File: src/rtl/spwm_carrier_gen.sv
// Programmable-peak, prescaled sawtooth/triangle carrier with zero/peak strobes.
// Define CARRIER_SYNC_EN to add the sync_in phase-restart input.
module spwm_carrier_gen #(
    parameter int unsigned WIDTH   = 10,
    parameter int unsigned PRESC_W = 8
) (
    input  logic               clk,
    input  logic               rst_n,
    input  logic               en,
    input  logic               mode_in,
    input  logic [WIDTH-1:0]   peak_in,
    input  logic [PRESC_W-1:0] presc_in,
`ifdef CARRIER_SYNC_EN
    input  logic               sync_in,
`endif
    output logic [WIDTH-1:0]   carrier,
    output logic [WIDTH-1:0]   carrier_s,
    output logic               dir,
    output logic               zero_pulse,
    output logic               peak_pulse
);

    localparam logic [WIDTH-1:0] MSB_MASK = {1'b1, {(WIDTH-1){1'b0}}};

    typedef enum logic {
        DIR_DOWN = 1'b0,
        DIR_UP   = 1'b1
    } dir_e;

    dir_e               state,      state_nxt;
    logic [WIDTH-1:0]   carrier_nxt;
    logic [WIDTH-1:0]   carrier_s_nxt;
    logic               zero_nxt,   peak_nxt;
    logic [PRESC_W-1:0] presc_cnt,  presc_cnt_nxt;
    logic [WIDTH-1:0]   peak_s,     peak_s_nxt;
    logic [PRESC_W-1:0] presc_s,    presc_s_nxt;
    logic               mode_s,     mode_s_nxt;
    logic               step;

    assign dir = (state == DIR_UP);

    // State and output registers; shadows track the inputs while in reset.
    always_ff @(posedge clk) begin
        if (!rst_n) begin
            state      <= DIR_UP;
            carrier    <= '0;
            carrier_s  <= MSB_MASK;
            zero_pulse <= 1'b0;
            peak_pulse <= 1'b0;
            presc_cnt  <= '0;
            peak_s     <= peak_in;
            presc_s    <= presc_in;
            mode_s     <= mode_in;
        end else begin
            state      <= state_nxt;
            carrier    <= carrier_nxt;
            carrier_s  <= carrier_s_nxt;
            zero_pulse <= zero_nxt;
            peak_pulse <= peak_nxt;
            presc_cnt  <= presc_cnt_nxt;
            peak_s     <= peak_s_nxt;
            presc_s    <= presc_s_nxt;
            mode_s     <= mode_s_nxt;
        end
    end

    // Prescaler, carrier step, strobes and shadow reload at the zero step.
    always_comb begin
        state_nxt     = state;
        carrier_nxt   = carrier;
        zero_nxt      = 1'b0;
        peak_nxt      = 1'b0;
        presc_cnt_nxt = presc_cnt;
        peak_s_nxt    = peak_s;
        presc_s_nxt   = presc_s;
        mode_s_nxt    = mode_s;
        step          = 1'b0;

        if (en) begin
            if (presc_cnt == presc_s) begin
                presc_cnt_nxt = '0;
                step          = 1'b1;
            end else begin
                presc_cnt_nxt = presc_cnt + PRESC_W'(1);
            end
        end

        if (step) begin
            if (peak_s == '0) begin
                carrier_nxt = '0;
                state_nxt   = DIR_UP;
            end else if (mode_s == 1'b0) begin
                carrier_nxt = (carrier == peak_s) ? '0 : carrier + WIDTH'(1);
                state_nxt   = DIR_UP;
            end else if (state == DIR_UP) begin
                if (carrier == peak_s) begin
                    carrier_nxt = peak_s - WIDTH'(1);
                    state_nxt   = DIR_DOWN;
                end else begin
                    carrier_nxt = carrier + WIDTH'(1);
                end
            end else begin
                if (carrier == '0) begin
                    carrier_nxt = WIDTH'(1);
                    state_nxt   = DIR_UP;
                end else begin
                    carrier_nxt = carrier - WIDTH'(1);
                end
            end

            zero_nxt = (carrier_nxt == '0);
            peak_nxt = (carrier_nxt == peak_s) && (peak_s != '0);

            // A period boundary: adopt new settings; a mode change restarts upward.
            if (carrier_nxt == '0) begin
                peak_s_nxt  = peak_in;
                presc_s_nxt = presc_in;
                mode_s_nxt  = mode_in;
                if (mode_in != mode_s) begin
                    state_nxt = DIR_UP;
                end
            end
        end

`ifdef CARRIER_SYNC_EN
        if (sync_in) begin
            carrier_nxt   = '0;
            state_nxt     = DIR_UP;
            presc_cnt_nxt = '0;
            peak_s_nxt    = peak_in;
            presc_s_nxt   = presc_in;
            mode_s_nxt    = mode_in;
            zero_nxt      = 1'b1;
            peak_nxt      = 1'b0;
        end
`endif

        carrier_s_nxt = carrier_nxt ^ MSB_MASK;
    end

endmodule
File: config.mk
export PLATFORM = sky130hd
export DESIGN_NAME = spwm_carrier_gen
export DESIGN_NICKNAME = d
export VERILOG_FILES = /design/src/rtl/spwm_carrier_gen.sv
export SDC_FILE = /design/constraint.sdc
export NUM_CORES = 1
export LEC_CHECK = 0
export BUFFER_PORTS_ARGS = -buffer_cell sky130_fd_sc_hd__buf_2
export CORE_MARGIN = 3
export CORE_UTILIZATION = 61
export CTS_CLUSTER_SIZE = 24
export DETAILED_ROUTE_END_ITERATION = 6
export GPL_TIMING_DRIVEN = 0
export PLACE_DENSITY = 0.84
export SLEW_MARGIN = 10
export SYNTH_ARGS = -nofsm -noshare
export SYNTH_HDL_FRONTEND = slang
export SYNTH_SLANG_ARGS = --single-unit
export TNS_END_PERCENT = 30
File: constraint.sdc
create_clock -name clk -period 11 [get_ports clk]
set_clock_uncertainty 0.05 [all_clocks]
set_input_delay 3.3 -clock clk [delete_from_list [all_inputs] [get_ports clk]]
set_output_delay 3.3 -clock clk [all_outputs]
set_load 0.01 [all_outputs]
After elaboration in Yosys (flattened, before gate mapping)
Cells that the tools add are included.
{"block": "totals", "word_cells": 54, "mem_bits_rw": 0, "n_memories": 0, "latch_bits": 0, "inputBits": 22, "romBits": 0, "output_inout_bits": 23, "reg_bits": 50}
{"block": "op_classes", "magnitude_cmp": 0, "div": 0, "n_addsub": 4, "mul": 0, "n_shift": 0, "n_mux": 27, "reduce_logical": 7, "eq_ne": 6, "bitwise": 1}
{"cell": "10-bit two-way mux", "count": 11}
{"cell": "8-bit two-way mux", "count": 4}
{"cell": "10-bit logical NOT", "count": 3}
{"cell": "10-bit == test", "count": 2}
{"cell": "10-bit by 1-bit subtractor with 10-bit output, second input constant", "count": 2}
{"cell": "1-bit two-way mux", "count": 12}
{"cell": "10-bit by 1-bit adder with 10-bit output, second input constant", "count": 1}
{"cell": "10-bit nonzero test", "count": 1}
{"cell": "8-bit by 1-bit adder with 8-bit output, second input constant", "count": 1}
{"cell": "8-bit == test", "count": 1}
{"cell": "2-bit by 1-bit != test with 1-bit output, second input constant", "count": 2}
{"cell": "2-bit AND reduction", "count": 2}
{"cell": "1-bit logical AND", "count": 1}
{"cell": "1-bit != test", "count": 1}
{"cell": "1-bit inverter", "count": 1}

Longest topological paths before layout
{"block": "logic_depth", "ltp_word": 10, "mapped_depth": 12, "depth_no_buf": 10}

Worst setup path after synthesis
Ideal clock, no wire load.
{"block": "synth_path", "path_kind": "input to register", "startpoint": "input port en", "endpoint": "register mode_s, enable pin", "required_time_ns": 10.576, "path_buffers": 2, "setup_ns": 0.374, "path_slack_ns": 5.935, "cell_stages": 5, "arrival_ns": 4.641, "path_cell_list": "nand2_1 -> nor3_1 -> clkbuf_1 -> clkbuf_1 -> a21bo_1"}
{"block": "synth_via", "elab_chain_cells": 3}
{"element": "start: declaration", "line": "9", "text": "input logic en,"}
{"element": "1-bit two-way mux", "line": "79", "text": "if (en) begin"}
{"element": "2-bit by 1-bit != test with 1-bit output (no line)"}
{"element": "2-bit AND reduction (no line)"}
{"element": "end signal: assignment", "line": "53", "text": "mode_s <= mode_in;"}
{"element": "end signal: assignment", "line": "63", "text": "mode_s <= mode_s_nxt;"}
{"element": "end: declaration", "line": "37", "text": "logic mode_s, mode_s_nxt;"}
No other way between the ends.
A chain may end at the register's enable or synchronous reset.

Worst setup path after layout
{"block": "layout_path", "startpoint": "input port en", "endpoint": "register peak_s[7], enable pin"}
{"block": "layout_via", "elab_chain_cells": 3}
{"element": "1-bit two-way mux", "line": "79"}
{"element": "2-bit by 1-bit != test with 1-bit output (no line)"}
{"element": "2-bit AND reduction (no line)"}
{"element": "end signal: assignment", "line": "51", "text": "peak_s <= peak_in;"}
{"element": "end signal: assignment", "line": "61", "text": "peak_s <= peak_s_nxt;"}
{"element": "end: declaration", "line": "35", "text": "logic [WIDTH-1:0] peak_s, peak_s_nxt;"}
No other way between the ends.

==> flow_metrics.py <==
metrics = {
    "floorplan": {
        "start_util_pct": 63.7,
        "dieWidth_um": 73.9,
        "core_area_sq_mm": 0.00441,
        "dieHeight_um": 73.9,
        "die-area_sq_mm": 0.00546,
        "pin_count": 45,
        "rows": 24,
    },
    "synthesis": {
        "synth_nets": 325,
        "synth-edff-count": 19,
        "synth-compound-area-share_pct": 14.1,
        "ys_types": 66,
        "synth-simple-area-share_pct": 23.9,
        "synth_flop_cell": "dfxtp_1",
        "ys_seq_area_share_pct": 36.0,
        "post-synth-top-area-cell": "edfxtp_1",
        "ys_ff_latch": 41,
        "synthMuxAreaShare_pct": 2.63,
        "synth_top_family_by_area": "simple AND/OR/NAND/NOR gates",
        "syn_avg_cell_area_sq_um": 9.40,
        "synthesis.area_sq_mm": 0.00281,
        "synthXorXnorAreaFrac_pct": 13.7,
        "yosys.area.top_type_share_pct": 20.3,
        "synth_fa_ha_area_share_pct": 1.78,
        "synth_area_leaders": "edfxtp_1 20%, dfxtp_1 16%, xor2_1 7.5%",
        "yosysWarnings": 0,
        "syn-instance-count": 299,
        "ys_async_sr_fraction_pct": 0,
    },
    "clock_network": {
        "clk_path_buf_depth": 2,
        "cts_inserted_buffers": 5,
        "cts_tree": "done",
        "clk_latency_ns": 0.30,
        "cts_resized": 0,
        "clk_pin_slew_ns": 0.08,
        "cts_sinks": 41,
        "post-cts-setup-buffers": 0,
        "cts-root-buf": "clkbuf_8",
        "htree_levels": 2,
        "postCtsHoldBufs": 0,
    },
    "routing": {
        "vias": 2461,
        "wl_um": 6720,
        "avgViaCountPerCell": 6.11,
        "ant_nets": 0,
        "first_iter_violations": 185,
        "wl_per_cell_um": 16.7,
        "drc": 0,
        "drt_pre_antenna_iters": 4,
    },
    "sta": {
        "fmax_mhz": 189,
        "tns_ns": 0,
        "setup_viol": 0,
        "fin_crit_ns": 5.30,
        "hold_viol": 0,
        "rsz0062_at_grt": "no",
        "slew_headroom_pct": 44.5,
        "tightest_slew_ns": 0.826,
        "maxSlewViolCount": 0,
        "fin_crit_sh_pct": 48.2,
    },
    "worst_setup_path": {
        "slowest_stage": "a21bo_1",
        "cpPeakStageDelay_ns": 0.63,
        "crit_chain": "buf_2, nand2_1, nor3_1, clkbuf_1, clkbuf_1, a21bo_1",
        "path_class": "in -> reg",
        "worst_ep_arrival_time_ns": 5.18,
        "crit_fanout": 19,
        "crit_top_cell": "clkbuf_1",
        "critPathRequiredTime_ns": 10.87,
        "worstSetupEndpointType": "flop",
        "start_kind": "primary input",
    },
    "pwr": {
        "pwr_density_cell_mw_per_mm2": 104,
        "p_switching_mw": 0.0788,
        "p_int_mw": 0.255,
        "p_seq_share_pct": 51.7,
        "cellLeakagePower_nw": 1.45,
        "ir_worst_vdd_v": 0.000130,
        "switching_share_pct": 23.6,
        "clockPowerShare_pct": 38.3,
        "combPwrFrac_pct": 9.9,
    },
    "min_path": {
        "min_path_type": "reg -> reg",
    },
    "final_layout": {
        "diodes": 0,
        "layout-drive-gt1-share_pct": 25.6,
        "area_delta_synth_final_pct": 14.7,
        "fin_area_sq_mm": 0.00322,
        "multi_input_area_sq_mm": 0.00158,
        "seqCellArea_sq_mm": 0.00101,
        "finalNetCount": 376,
        "fill_cells": 343,
    },
    "global_routing": {
        "grt_usage_pct": 26.7,
        "overflow": 0,
        "grt_pass1_wl_um": 11100,
        "antenna_found_initial": 0,
        "grt_pass1_vias": 2323,
        "grt_max_degree": 20,
    },
    "placement": {
        "dp_hpwl_um": 5080,
        "placed_area_sq_mm": 0.00310,
        "io_buffers": 44,
        "place_congestion": 0.963,
    },
    "job": {
        "drv_cap": 0,
    },
    "status": {
        "status": "finished clean",
    },
}
-- Yosys cell counts (all sizes together), types with 8 or more instances --
| cell | number |
|---|---|
| nor2 | 29 |
| xor2 | 24 |
| dfxtp | 22 |
| buf | 21 |
| nand2 | 20 |
| xnor2 | 20 |
| edfxtp | 19 |
| nor3 | 14 |
| nand3 | 11 |
| a21oi | 10 |
| clkbuf | 9 |
| nor4 | 9 |
| inv | 8 |
| o211a | 8 |
-- worst max-delay path: cells and delay by family --
family                 cells  cell delay, ns
AO/OA/AOI/OAI              1            0.63
buffers and inverters      3            0.92
AND/OR/NAND/NOR            2            0.33
-- power by group through the flow --
stage	registers, mW	logic, mW	clock network [mW]
after global routing	0.174	0.0370	0.134
final	0.173	0.0332	0.128
after CTS	0.173	0.0332	0.129
after detailed placement	0.176	0.0329	0
after global placement	0.176	0.0324	0
after floorplan	0.174	0.0239	0
-- cells by family after synthesis --
logic type	Yosys count
xor+xnor	44
fa+ha+maj	4
flops	41
simple gates	117
mux	7
buf+inv	38
compound gates	48
-- routing by layer --
metal	share of wire [%]	track usage [%]
met5	0	0
met4	1.0	8.05
met3	7.2	6.84
met2	48	44.7
met1	43	33.6
-- metrics by stage --
stage	util (%)	instances	hold WS [ns]	worst slack, ns	power [mW]
after floorplan	-	299	0.450	5.93	0.198
after global placement	70.2	395	0.469	5.43	0.208
after detailed placement	70.2	395	0.488	5.41	0.209
after CTS	73.0	403	0.495	5.70	0.335
after global routing	73.0	403	0.535	5.43	0.345
final	73.0	403	0.498	5.70	0.334
-- final cells by class --
class	count	share of cell area, %
plain buffers	30	5.98
repair buffers	44	6.83
inverters	8	0.931
clock inverters	1	0.272
multi-input cells	220	48.9
clock buffers	7	3.69
flip-flops and latches	41	31.4
well taps	52	2.02
-- registers in the layout, summed over array words and instances (netlist names) --
signal and cells:
presc_s 8, carrier 10, mode_s 1, zero_pulse 1
peak_s 10, carrier_s 1, presc_cnt 8, peak_pulse 1
dir 1
-- final timing paths --
kind / cells past startpoint / endpoint / start / slack (ns)
setup / recovery: 6 / peak_s[7] / en / 5.70
hold / removal: 2 / presc_cnt[7] / presc_cnt[7] / 0.50
setup reg to reg: 11 / peak_s[7] / peak_s[0] / 6.65
hold reg to reg: 2 / presc_cnt[7] / presc_cnt[7] / 0.50
-- cells in the final DEF (no fill, tap or decap), types with 9 or more instances in the layout --
cell type | synthesis | final
buf_2 | 7 | 51
nor2_1 | 28 | 28
xor2_1 | 24 | 24
dfxtp_1 | 22 | 22
xnor2_1 | 20 | 20
nand2_1 | 19 | 19
edfxtp_1 | 19 | 19
nor3_1 | 12 | 12
nand3_1 | 11 | 11
a21oi_1 | 10 | 10
clkbuf_1 | 9 | 9
buf_4 | 9 | 9
Note: power is estimated with default switching activity, not from simulation.
